File: src/rtl/proc_rst_pkg.sv
// Shared types, default parameters and helpers for the multi-core reset sequencer.
package proc_rst_pkg;

    typedef enum logic [1:0] {
        ST_HOLD,
        ST_RELEASE,
        ST_RUN,
        ST_HALT
    } state_t;

    localparam int unsigned NUM_CORES_DEF   = 4;
    localparam int unsigned HOLD_CYCLES_DEF = 16;
    localparam int unsigned STAGGER_DEF     = 2;
    localparam int unsigned CYC_W_DEF       = 32;
    localparam int unsigned MAX_RETRY_DEF   = 3;

    // Width of a core index; never narrower than one bit.
    function automatic int unsigned CORE_IDX_W(input int unsigned n);
        return (n > 1) ? $clog2(n) : 1;
    endfunction

endpackage

File: src/rtl/sat_counter.sv
// Saturating up-counter with synchronous active-low reset, clear and enable.
module sat_counter #(
    parameter int unsigned W = 8
) (
    input  logic         clk,
    input  logic         rst_n,
    input  logic         clr,
    input  logic         en,
    output logic [W-1:0] q
);

    always_ff @(posedge clk) begin
        if (!rst_n) begin
            q <= '0;
        end else if (clr) begin
            q <= '0;
        end else if (en && (q != '1)) begin
            q <= q + W'(1);
        end
    end

endmodule

File: src/rtl/proc_rst_seq.sv
// Multi-core reset sequencer with staggered release and first-error recording.
// Optional per-core local restart is enabled by defining PROC_RST_SEQ_AUTORESTART_EN.
module proc_rst_seq
    import proc_rst_pkg::*;
#(
    parameter int unsigned NUM_CORES   = NUM_CORES_DEF,
    parameter int unsigned HOLD_CYCLES = HOLD_CYCLES_DEF,
    parameter int unsigned STAGGER     = STAGGER_DEF,
`ifdef PROC_RST_SEQ_AUTORESTART_EN
    parameter int unsigned MAX_RETRY   = MAX_RETRY_DEF,
`endif
    parameter int unsigned CYC_W       = CYC_W_DEF
) (
    input  logic                                clk,
    input  logic                                rst_n,
    input  logic [NUM_CORES-1:0]                err,
    input  logic                                err_clr,
    output logic [NUM_CORES-1:0]                core_rst,
    output logic                                running,
    output logic                                halted,
    output logic                                err_valid,
    output logic [CORE_IDX_W(NUM_CORES)-1:0]    err_core,
    output logic [CYC_W-1:0]                    err_cycle
);

    localparam int unsigned IW = CORE_IDX_W(NUM_CORES);
    localparam int unsigned SW = $clog2(((HOLD_CYCLES > STAGGER) ? HOLD_CYCLES : STAGGER) + 1);

    state_t               state;
    logic [SW-1:0]        cnt;
    logic [IW-1:0]        idx;
    logic [CYC_W-1:0]     cyc;
    logic [NUM_CORES-1:0] hon_c;
    logic [IW-1:0]        first_c;
    logic                 halt_c;

    sat_counter #(.W(CYC_W)) u_cyc (
        .clk   (clk),
        .rst_n (rst_n),
        .clr   (1'b0),
        .en    (1'b1),
        .q     (cyc)
    );

    // A core's error only counts once that core is out of reset.
    assign hon_c = ((state == ST_RELEASE) || (state == ST_RUN)) ? (err & ~core_rst) : '0;

    always_comb begin
        first_c = '0;
        for (int i = NUM_CORES - 1; i >= 0; i--) begin
            if (hon_c[i]) first_c = IW'(i);
        end
    end

`ifdef PROC_RST_SEQ_AUTORESTART_EN
    localparam int unsigned RW = $clog2(MAX_RETRY + 2);
    localparam int unsigned HW = $clog2(HOLD_CYCLES + 1);

    logic [NUM_CORES-1:0][RW-1:0] retry;
    logic [NUM_CORES-1:0]         lr_act;
    logic [NUM_CORES-1:0]         lr_done_c;
    logic [NUM_CORES-1:0]         fatal_c;

    for (genvar g = 0; g < NUM_CORES; g++) begin : g_lr
        logic [HW-1:0] hcnt;

        sat_counter #(.W(HW)) u_hold (
            .clk   (clk),
            .rst_n (rst_n),
            .clr   (hon_c[g]),
            .en    (lr_act[g]),
            .q     (hcnt)
        );

        assign lr_done_c[g] = lr_act[g] && (hcnt == HW'(HOLD_CYCLES - 1));
        assign fatal_c[g]   = hon_c[g] && (retry[g] == RW'(MAX_RETRY));
    end

    assign halt_c = |fatal_c;
`else
    assign halt_c = |hon_c;
`endif

    always_ff @(posedge clk) begin
        if (!rst_n) begin
            state     <= ST_HOLD;
            cnt       <= '0;
            idx       <= '0;
            core_rst  <= '1;
            running   <= 1'b0;
            halted    <= 1'b0;
            err_valid <= 1'b0;
            err_core  <= '0;
            err_cycle <= '0;
`ifdef PROC_RST_SEQ_AUTORESTART_EN
            lr_act    <= '0;
            retry     <= '0;
`endif
        end else begin
            if ((|hon_c) && !err_valid) begin
                err_valid <= 1'b1;
                err_core  <= first_c;
                err_cycle <= cyc;
            end

            case (state)
                ST_HOLD: begin
                    if (cnt == SW'(HOLD_CYCLES - 1)) begin
                        cnt   <= '0;
                        idx   <= '0;
                        state <= ST_RELEASE;
                    end else begin
                        cnt <= cnt + SW'(1);
                    end
                end

                ST_RELEASE, ST_RUN: begin
                    if (halt_c) begin
                        state    <= ST_HALT;
                        core_rst <= '1;
                        running  <= 1'b0;
                        halted   <= 1'b1;
`ifdef PROC_RST_SEQ_AUTORESTART_EN
                        lr_act   <= '0;
`endif
                    end else begin
                        // Release one core, then count STAGGER-1 idle clocks.
                        if (state == ST_RELEASE) begin
                            if (cnt == '0) begin
                                core_rst[idx] <= 1'b0;
                                cnt           <= SW'(STAGGER - 1);
                                if (idx == IW'(NUM_CORES - 1)) begin
                                    state   <= ST_RUN;
                                    running <= 1'b1;
                                end else begin
                                    idx <= idx + IW'(1);
                                end
                            end else begin
                                cnt <= cnt - SW'(1);
                            end
                        end
`ifdef PROC_RST_SEQ_AUTORESTART_EN
                        for (int i = 0; i < NUM_CORES; i++) begin
                            if (hon_c[i]) begin
                                core_rst[i] <= 1'b1;
                                lr_act[i]   <= 1'b1;
                                retry[i]    <= retry[i] + RW'(1);
                            end else if (lr_done_c[i]) begin
                                core_rst[i] <= 1'b0;
                                lr_act[i]   <= 1'b0;
                            end
                        end
`endif
                    end
                end

                ST_HALT: begin
                    if (err_clr) begin
                        err_valid <= 1'b0;
                        err_core  <= '0;
                        err_cycle <= '0;
                        halted    <= 1'b0;
                        cnt       <= '0;
                        state     <= ST_HOLD;
                    end
                end

                default: state <= ST_HOLD;
            endcase
        end
    end

endmodule

File: config.mk
export PLATFORM = sky130hd
export DESIGN_NAME = proc_rst_seq
export DESIGN_NICKNAME = d
export VERILOG_FILES = /design/src/rtl/proc_rst_pkg.sv /design/src/rtl/sat_counter.sv /design/src/rtl/proc_rst_seq.sv
export SDC_FILE = /design/constraint.sdc
export NUM_CORES = 1
export LEC_CHECK = 0
export CORE_ASPECT_RATIO = 1.1
export CORE_MARGIN = 5
export CORE_UTILIZATION = 55
export DETAILED_ROUTE_END_ITERATION = 10
export GPL_TIMING_DRIVEN = 0
export PLACE_DENSITY = 0.82
export SLEW_MARGIN = 10
export SYNTH_ARGS = -nofsm -noshare
export SYNTH_HDL_FRONTEND = slang
export SYNTH_SLANG_ARGS = --single-unit
File: constraint.sdc
create_clock -name clk -period 2.8 [get_ports clk]
set_input_delay 0.28 -clock clk [delete_from_list [all_inputs] [get_ports clk]]
set_output_delay 0.28 -clock clk [all_outputs]
set_load 0.005 [all_outputs]
; After elaboration in Yosys (flattened, before gate mapping)
; Index checks and enable logic that the tools add are counted.
[op_classes]
add_sub_neg = 4
mul = 0
n_div = 0
magnitude_cmp = 2
n_eq_ne = 16
n_shift = 0
n_mux = 45
bitwise_logic = 4
n_reduce_logical = 19
[ops]
columns = operator, n
row1 = $mux W32, 3
row2 = $mux W2, 18
row3 = $add A32 B1 Y32 const B, 1
row4 = $ne A32 B32 Y1 const B, 1
row5 = $mux W5, 5
row6 = $mux W4, 4
row7 = $pmux W5 S3, 1
row8 = $ne A2 B2 Y1 const B, 7
row9 = $mux W1, 10
row10 = $reduce_bool A2 Y1, 5
row11 = $ne A3 B3 Y1 const B, 3
row12 = $reduce_and A3 Y1, 3
row13 = $and A4 B4 Y4, 2
row14 = $not A4 Y4, 2
row15 = $eq A2 B2 Y1 const B, 3
row16 = $pmux W2 S3, 1
row17 = $reduce_and A6 Y1, 1
row18 = $add A5 B1 Y5 const B, 1
row19 = $eq A5 B4 Y1 const B, 1
row20 = $logic_not A5 Y1, 1
row21 = $reduce_and A5 Y1, 1
row22 = $sub A5 B1 Y5 const B, 1
row23 = $pmux W2 S2, 1
row24 = $reduce_and A4 Y1, 1
row25 = 12 further kinds, 13
[totals]
register_bits = 82
latch_bits = 0
ram_bits = 0
romBits = 0
inputBits = 7
output_inout_bits = 41
mem_count = 0

; Logic depth before layout (Yosys ltp)
; Gate-level depths: netlist of the first run.
[logic_depth]
depth_word = 10
depth_mapped = 8

; Hierarchy
; From an unflattened synthesis of the first run, not the netlist that was laid out.
[unflattened]
cells_unflattened = 489
hier_area_um2 = 4067.7
[modules_own_cells]
columns = mod, n_inst, cells_each, area_each_um2, seq_area_each_um2
row1 = proc_rst_seq, 1, 288, 2393.5, 1001.0
row2 = sat_counter, 1, 201, 1674.1, 640.6

; Worst setup path before layout of the first run
; OpenSTA, ideal clock, no wires.
[synth_timing]
kind = register to register
start = register state[0]
end = register cnt[3]
arrival_time_ps = 1648
setup_slack_ps = 1029
path_stages_with_launch = 8
cell_sequence = dfxtp_1 inv_1 ha_1 inv_1 a41oi_1 a21oi_1 o2111a_1 o22ai_1
[synth_between]
elab_chain_len = 6
[synth_rtl]
columns = element, line_no
row1 = from (decl), proc_rst_seq.sv:29  ; state_t state;
row2 = from (signal assigned), proc_rst_seq.sv:86  ; state <= ST_HOLD;
row3 = from (signal assigned), proc_rst_seq.sv:111  ; state <= ST_RELEASE;
row4 = from (signal assigned), proc_rst_seq.sv:119  ; state <= ST_HALT;
row5 = $eq A2 B1 Y1 or $eq A2 B2 Y1 (tied branches), "proc_rst_seq.sv:46, proc_rst_seq.sv:106, proc_rst_seq.sv:128"
row6 = $logic_or A1 B1 Y1, proc_rst_seq.sv:46  ; assign hon_c = ((state == ST_RELEASE) || (state == ST_RUN)) ? (err & ~core_rst) : '0;
row7 = $mux W4, proc_rst_seq.sv:46
row8 = $reduce_or A4 Y1, proc_rst_seq.sv:81  ; assign halt_c = |hon_c;
row9 = $ne A2 B2 Y1 (no source line), -
row10 = $reduce_and A3 Y1 (no source line), -
row11 = to (signal assigned), proc_rst_seq.sv:113  ; cnt <= cnt + SW'(1);
row12 = to (signal assigned), proc_rst_seq.sv:131  ; cnt <= SW'(STAGGER - 1);
row13 = to (signal assigned), proc_rst_seq.sv:139  ; cnt <= cnt - SW'(1);
row14 = to (decl), proc_rst_seq.sv:30  ; logic [SW-1:0] cnt;
; Several ways; a longest one is shown, not always the timed one.
; A chain may end at the register's enable or synchronous reset.

; Worst setup path after layout of the first run
[layout_timing]
start = register state[1]
end = register cnt[2]
; Same word-level chain as after synthesis.

==> impl_metrics.tcl, run 1 <==
set metrics [dict create \
    period_share_pct 80.9 \
    p_per_area_nw_per_um2 496 \
    synth_top_family_by_area "simple AND/OR/NAND/NOR gates" \
    fin_nets 543 \
    drv_cap 0 \
    grt_pass1_wl_um 15100 \
    htree_levels 3 \
    dieArea_sq_um 8640 \
    hold_depth 3 \
    cts.sinks 82 \
    antenna_found_initial 0 \
    diodes 0 \
    final_cell_area_sq_um 4530 \
    crit_path_max_incr_delay_ps 620 \
    fin_setup_tns_ps 0 \
    hold_path_class "input port to flip-flop" \
    path_cells "inv_1 > ha_1 > inv_1 > a41oi_1 > a21oi_1 > a21oi_1 > a311oi_1" \
    io_buffers 46 \
    place_area_sq_um 4350 \
    synth.most_common_cell "nand2_1" \
    ys_seq_area_share_pct 43.4 \
    wl_per_cell_um 14.8 \
    skew_ps 9.38 \
    muxShareOfSynthArea_pct 1.32 \
    synth_cell_type_count 50 \
    relSlewSlack_pct 55.6 \
    synth_compound_area_share_pct 17.2 \
    async_flop_share_pct 0 \
    synth_area_sq_um 3780 \
    clk_path_buf_depth 2 \
    dr.pass1.iters 4 \
    cp_slowest_cell "a21oi_1" \
    path_clk_slew_ps 80 \
    dpl.hpwl_um 6670 \
    critPathMaxFanout 9 \
    yosys_warnings 0 \
    yosys.area.top_type_share_pct 43.4 \
    synth_ff_type "dfxtp_1" \
    die_w_um 89.1 \
    drive_gt1_share_pct 4.91 \
    avgSynthCellArea_sq_um 8.10 \
    synth_top_area_cell "dfxtp_1" \
    ys_ff_latch 82 \
    max_freq_ghz 0.442 \
    leakage_nw 1.57 \
    r2r_start "state[1]" \
    grt_pass1_vias 3231 \
    status "finished clean" \
    vdd_drop_max_uv 315 \
    via_count 3498 \
    synth_xor_area_share_pct 2.55 \
    tightest_slew_ps 665 \
    via_per_inst 5.73 \
    grt_usage_pct 21.6 \
    die_y_um 97.0 \
    critical_path_class "flip-flop to flip-flop" \
    timing.rr.end "cnt[2]" \
    io_pins 48 \
    endpoint_kind "flip-flop" \
    maxSlewViolCount 0 \
    post-cts-setup-buffers 0 \
    crit_family "compound AO/OA/AOI/OAI gates" \
    ant_nets 0 \
    syn_inst 467 \
    rows 31 \
    hold_violations 0 \
    core_area_sq_um 6630 \
    root_buffer "clkbuf_8" \
    setup.worst_path.start "state[1]" \
    grt_max_degree 14 \
    worst-path-buf-inv 2 \
    drc 0 \
    gp_congestion 0.876 \
    grt.overflow.total 0 \
    ctsResizeCount 0 \
    cts_hold_buf 0 \
    start_util_pct 57.1 \
    syn_nets 486 \
    crit_path_start_kind "flip-flop" \
    r2r_cells 7 \
    synth_commonest_cells "nand2_1 (95), dfxtp_1 (82), a21oi_1 (55), nor2_1 (27), o21ai_0 (19)" \
    r2r_slack_ps 540 \
    rsz0062_at_grt "no" \
    synth-edff-count 0 \
    drt-total-wl_um 9040 \
    dr.first_iter.drc_count 188 \
    clk-insertion-delay-late_ps 360 \
    cts_tree "done" \
    setup_viol 0 \
    crit_path_end "cnt[2]" \
    finalCriticalPeriod_ps 2260 \
    cts_made_buffers 9 \
    yosys-top-cells-area "dfxtp_1 (43%), nand2_1 (9.4%), a21oi_1 (7.3%)" \
    cp.required_ps 3060 \
    yosys.area_share.simple_pct 27.7 \
    cp.arrival_ps 2520 \
    crit_cells 7 \
    area_growth_syn_to_layout_pct 19.8 \
    synthAdderAreaFrac_pct 3.97 \
]
-- stage by stage --
stage               instances  setup slack (ps)  hold WS, ps  power, mW  utilization (%)
floorplan                 467              1030          449       1.38                -
global placement          595               616          441       1.43             65.6
detailed placement        595               560          445       1.44             65.6
CTS                       611               562          405       2.25             68.3
global route              611               350          431       2.34             68.3
finish                    611               536          410       2.25             68.3
-- area by class of cell --
| type | instances | area, sq um |
|---|---|---|
| buffer | 21 | 85.1 |
| clock buffer | 10 | 128 |
| clock inverter | 6 | 57.6 |
| fill | 557 | 2100 |
| inverter | 16 | 60.1 |
| multi-input combinational | 348 | 2000 |
| sequential | 82 | 1640 |
| tap | 82 | 103 |
| timing repair buffer | 46 | 460 |
-- flip-flops by register name, indices dropped and copies added (netlist names) --
signal / cells
idx: 2
state: 2
u_cyc.q: 32
err_core: 2
running: 1
cnt: 5
halted: 1
core_rst: 4
err_valid: 1
err_cycle: 32
-- where the power goes --
group | switching (mW) | internal (mW)
clock network | 0.422 | 0.406
logic | 0.136 | 0.0823
registers | 0.0186 | 1.18
total | 0.577 | 1.67
-- placed cells by master, fill, tap and decap left out, types with 9 or more instances in the layout --
master,instances
a21oi_1,55
and4_1,9
clkbuf_1,19
clkbuf_8,9
clkdlybuf4s50_1,46
dfxtp_1,82
ha_1,12
inv_1,16
nand2_1,95
nand2b_1,9
nand3_1,17
nand4_1,11
nor2_1,27
o21ai_0,19
-- worst register-to-register path: stages (launching register included) --
cell and delay, ps:
dfxtp_1 390, inv_1 110, ha_1 350, inv_1 160, a41oi_1 120, a21oi_1 620
a21oi_1 150, a311oi_1 280
-- how the worst min path moves through the flow --
stage	startpoint	to	slack [ps]
2_1_floorplan	u_cyc.q[21]	err_cycle[21]	450
3_3_place_gp	err_cycle[3]	err_cycle[3]	440
3_5_place_dp	err_cycle[25]	err_cycle[25]	450
4_1_cts	rst_n	u_cyc.q[1]	400
5_1_grt	rst_n	u_cyc.q[8]	430
6_report	rst_n	u_cyc.q[8]	410
-- routing by layer --
| layer | vias to the layer above | share of wire, % | GRT usage [%] |
|---|---|---|---|
| met1 | 1632 | 43 | 27.3 |
| met2 | 98 | 50 | 35.5 |
| met3 | 19 | 5.1 | 4.08 |
| li1 | 1749 | - | - |
| met5 | - | 0 | 0 |
| met4 | 0 | 1.6 | 8.93 |
-- cells by family (layout without fill, tap and decap cells) --
kind of cell,after synthesis,count (layout)
xor+xnor,11,11
compound gates,109,109
simple gates,211,211
mux,5,5
flops,82,82
fa+ha+maj,12,12
buf+inv,37,99
No activity file was read; power rests on OpenSTA's default activity.
==> inputs of run 2 (changes only) <==
==> constraint.sdc (replaced) <==
create_clock -name clk -period 2.1 [get_ports clk]
set_input_delay 0.21 -clock clk [delete_from_list [all_inputs] [get_ports clk]]
set_output_delay 0.21 -clock clk [all_outputs]
set_load 0.005 [all_outputs]
==> run 2 against run 1 <==
Net effect:
- clock skew is essentially flat
- total power grew 34%
- via count grew 0.91%
- cell area grew 2.2%
- register-to-register slack lost 490 ps
- sequential cell count is the same
- hold slack lost 76 ps
- routed wire length grew 2.7%
- die area is the same
- cell count grew 0.65%
- global-route usage grew 0.085 points
- core utilization grew 1.5 points
- critical endpoint is now u_cyc.q[21]
- largest cell class unchanged
- highest routed layer unchanged
==> impl_metrics.tcl, run 2 (synthesis results as in run 1) <==
set metrics [dict create \
    tightest_slew_ps 604 \
    diodes 0 \
    status "finished clean" \
    grt_pass1_wl_um 15200 \
    dp.cells 595 \
    max_freq_ghz 0.487 \
    cts.sinks 82 \
    hold_violations 0 \
    antenna_found_initial 0 \
    crit_path_start_kind "flip-flop" \
    critical_path_class "flip-flop to flip-flop" \
    dr.first_iter.drc_count 229 \
    drive_gt1_share_pct 9.19 \
    io_pins 48 \
    clk-insertion-delay-late_ps 370 \
    period_share_pct 97.9 \
    cts_tree "done" \
    skew_ps 9.80 \
    net-switching-power_mw 0.787 \
    via_per_inst 5.74 \
    via_count 3530 \
    path_clk_slew_ps 80 \
    post-route-util_pct 69.8 \
    swShare_pct 26.1 \
    p_int_mw 2.23 \
    die_y_um 97.0 \
    area_growth_syn_to_layout_pct 22.4 \
    die_w_um 89.1 \
    pwr-share-clk_pct 37.0 \
    htree_levels 3 \
    cp.required_ps 2390 \
    grt_max_degree 14 \
    final_common_cell "nand2_1" \
    maxSlewViolCount 0 \
    clk_path_buf_depth 2 \
    final_cell_mix "nand2_1 (95), dfxtp_1 (78), a21oi_1 (54)" \
    vdd_drop_max_uv 432 \
    endpoint_kind "flip-flop" \
    finalCriticalPeriod_ps 2060 \
    setup_viol 0 \
    dr.pass1.iters 4 \
    grt.overflow.total 0 \
    drc 0 \
    leakage_nw 1.61 \
    top_regs "err_cycle x32, u_cyc.q x32, cnt x5" \
    grt_pass1_vias 3242 \
    seqPwrFrac_pct 53.1 \
    grt_usage_pct 21.7 \
    hold_path_class "input port to flip-flop" \
    root_buffer "clkbuf_8" \
    dpl.hpwl_um 6670 \
    cts_made_buffers 9 \
    gp_congestion 0.876 \
    drv_cap 0 \
    fin_setup_tns_ps 0 \
    stdcell_count 615 \
    dieArea_sq_um 8640 \
    io_buffers 46 \
    p_per_area_nw_per_um2 651 \
    ant_nets 0 \
    drt-total-wl_um 9290 \
    critPathMaxFanout 7 \
    rows 31 \
    wl_per_cell_um 15.1 \
    power_frac_comb_pct 9.9 \
    relSlewSlack_pct 59.7 \
    cp.arrival_ps 2350 \
    fin_nets 547 \
    start_util_pct 57.1 \
    core_area_sq_um 6630 \
]
[run 2: cell count changes in the layout (fill, tap and decap cells not counted), sizes merged]
cell	change
buf	+6
clkbuf	-2
[run 2: metrics by stage]
step / hold WS (ps) / worst slack (ps) / instance area (sq um) / power (mW)
global placement: 441 / -44.8 / 4350 / 1.91
floorplan: 448 / 329 / 3780 / 1.84
detailed placement: 445 / -72.8 / 4350 / 1.92
CTS: 335 / 3.45 / 4550 / 3.00
finish: 334 / 44.7 / 4630 / 3.01
global route: 354 / -30.8 / 4630 / 3.12
[run 2: area by class of cell]
class / count / area [sq um]
clock inverters: 6 / 57.6
fillers: 533 / 2000
flip-flops and latches: 82 / 1650
inverters: 16 / 60.1
well taps: 82 / 103
plain buffers: 21 / 100
clock buffers: 10 / 128
multi-input cells: 348 / 2050
repair buffers: 50 / 490
[run 2: layer usage]
layer  vias up  global-route usage (%)  wire [um]
met5         -                       0          0
met4         0                    8.93        195
met3        26                    4.33        424
met2       105                    35.4       4620
met1      1638                    27.5       4050
li1       1761                       -          -
[run 2: power by group through the flow]
stage | registers [mW] | logic, mW | clock network [mW]
2_1_floorplan | 1.63 | 0.210 | 0
3_3_place_gp | 1.63 | 0.274 | 0
3_5_place_dp | 1.64 | 0.283 | 0
4_1_cts | 1.60 | 0.286 | 1.11
5_1_grt | 1.60 | 0.328 | 1.19
6_report | 1.60 | 0.299 | 1.12
[run 2: repair_timing]
item	4_1_cts	5_1_grt
pin swaps	0	3
hold buffers	0	0
setup buffers	0	4
resized for setup	7	24
endpoints found under the setup margin	30	51
[run 2: critical path: stages, from the launching register on]
cell,delay [ps]
dfxtp_2,390
nand4_1,220
nor4_4,340
buf_4,200
buf_4,120
nand2_2,70
or4_1,490
a21oi_1,150
[run 2: final timing paths]
path | start | depth (start not counted) | slack [ps] | to
hold / removal | rst_n | 3 | 330 | u_cyc.q[8]
hold reg to reg | err_cycle[25] | 2 | 450 | err_cycle[25]
setup reg to reg | u_cyc.q[6] | 7 | 40 | u_cyc.q[21]
setup / recovery | u_cyc.q[6] | 7 | 40 | u_cyc.q[21]
==> inputs of run 3 (changes only) <==
--- a/config.mk
+++ b/config.mk
@@ -9,7 +9,6 @@
 export CORE_MARGIN = 5
 export CORE_UTILIZATION = 55
 export DETAILED_ROUTE_END_ITERATION = 10
-export GPL_TIMING_DRIVEN = 0
 export PLACE_DENSITY = 0.82
 export SLEW_MARGIN = 10
 export SYNTH_ARGS = -nofsm -noshare
==> run 3 against run 2 <==
Net effect:
- global-route usage is 0.18 points higher
- register-to-register slack better by 50 ps
- clock skew is 1.9 ps higher
- sequential power hardly changed
==> impl_metrics.tcl, run 3 (synthesis results as in run 1) <==
set metrics [dict create \
    status "finished clean" \
    grt_pass1_vias 3404 \
    path_clk_slew_ps 80 \
    io_buffers 47 \
    critPathMaxFanout 12 \
    root_buffer "clkbuf_8" \
    cp.required_ps 2370 \
    gp_congestion 0.982 \
    cts_tree "done" \
    die_w_um 89.1 \
    drv_cap 0 \
    via_per_inst 5.95 \
    stdcell_count 614 \
    period_share_pct 95.6 \
    htree_levels 3 \
    dr.pass1.iters 9 \
    top_regs "err_cycle x32, u_cyc.q x32, cnt x5" \
    setup_viol 0 \
    hold_violations 0 \
    final_cell_area_sq_um 4680 \
    drt-total-wl_um 9600 \
    multiInputGateArea_sq_um 2020 \
    rsz0062_at_grt "yes" \
    wl_per_cell_um 15.6 \
    crit_path_start_kind "flip-flop" \
    grt_max_degree 34 \
    die_y_um 97.0 \
    place_area_sq_um 4470 \
    dpl.hpwl_um 6640 \
    final_common_cell "nand2_1" \
    clk-insertion-delay-late_ps 360 \
    core_area_sq_um 6630 \
    cts_made_buffers 9 \
    ant_nets 0 \
    leakage_nw 1.65 \
    max_freq_ghz 0.498 \
    pre_cts_ws_ps 52.8 \
    drc 0 \
    grt.overflow.total 0 \
    seq_area_sq_um 1640 \
    hold_path_class "flip-flop to flip-flop" \
    dr.first_iter.drc_count 281 \
    clk_path_buf_depth 2 \
    diodes 0 \
    cts.sinks 82 \
    grt_pass1_wl_um 15400 \
    relSlewSlack_pct 66.9 \
    rows 31 \
    endpoint_kind "flip-flop" \
    maxSlewViolCount 0 \
    final_cell_mix "nand2_1 (95), dfxtp_1 (82), a21oi_1 (54)" \
    finalCriticalPeriod_ps 2010 \
    cp.arrival_ps 2280 \
    drive_gt1_share_pct 9.40 \
    skew_ps 11.7 \
    io_pins 48 \
    fin_nets 546 \
    layout_setup_ws_ps 92.8 \
    grt_usage_pct 21.9 \
    vdd_drop_max_uv 436 \
    tightest_slew_ps 493 \
    via_count 3656 \
    p_total_mw 3.07 \
    area_growth_syn_to_layout_pct 23.7 \
    p_per_area_nw_per_um2 655 \
    critical_path_class "flip-flop to flip-flop" \
    start_util_pct 57.1 \
    n_fill_cell 526 \
    post-route-util_pct 70.6 \
    dp.cells 597 \
    antenna_found_initial 0 \
    dieArea_sq_um 8640 \
]
==> run 3: changes by cell type in the layout (fill, tap and decap cells not counted), sizes merged <==
cell,previous run,this run
clkinvlp,1,2
or2,1,2
clkdlybuf4s50,46,47
clkbuf,26,10
clkinv,4,3
buf,9,22
==> run 3: final timing paths <==
| kind | start | to | slack, ps | depth (start not counted) |
|---|---|---|---|---|
| hold / removal | err_cycle[3] | err_cycle[3] | 460 | 2 |
| setup / recovery | state[1] | cnt[2] | 90 | 8 |
| setup reg to reg | state[1] | cnt[2] | 90 | 8 |
| hold reg to reg | err_cycle[3] | err_cycle[3] | 460 | 2 |
==> run 3: metrics by stage <==
stage	hold WS, ps	setup TNS [ps]
6_report	456	0
5_1_grt	480	-120
4_1_cts	461	0
3_5_place_dp	449	0
3_3_place_gp	440	0
2_1_floorplan	448	0
==> run 3: area by class of cell <==
class,instances,area share (%)
well taps,82,2.19
inverters,16,1.28
clock inverters,6,1.44
multi-input cells,349,43.2
clock buffers,10,2.73
repair buffers,69,14.1
flip-flops and latches,82,35.1
==> run 3: layer usage <==
metal | global-route usage [%] | up-vias | wire, um
met5 | 0 | - | 0
met4 | 9.16 | 0 | 276
met3 | 5.27 | 36 | 570
met2 | 37.6 | 138 | 4880
met1 | 25.3 | 1728 | 3870
li1 | - | 1754 | -
==> run 3: critical path, stage by stage (launching register included) <==
cell      delay, ps
dfxtp_1         390
inv_1           100
ha_1            300
buf_4           180
nor2b_1         390
nand3_1         130
nand2_1         120
a21oi_1          70
a311oi_1        240
==> run 3: power by group <==
part / internal, mW / switching [mW] / leakage, nW
Sequential: 1.58 / 0.0246 / 0.662
Clock: 0.551 / 0.589 / 0.0925
Combinational: 0.136 / 0.191 / 0.900
==> run 3: what timing repair did <==
| action | in CTS | in global routing |
|---|---|---|
| resized for setup | 1 | 4 |
| setup buffers | 0 | 0 |
| endpoints found under the setup margin | 1 | 12 |
| cloned | 0 | 1 |
| hold buffers | 0 | 0 |
| pin swaps | 0 | 2 |
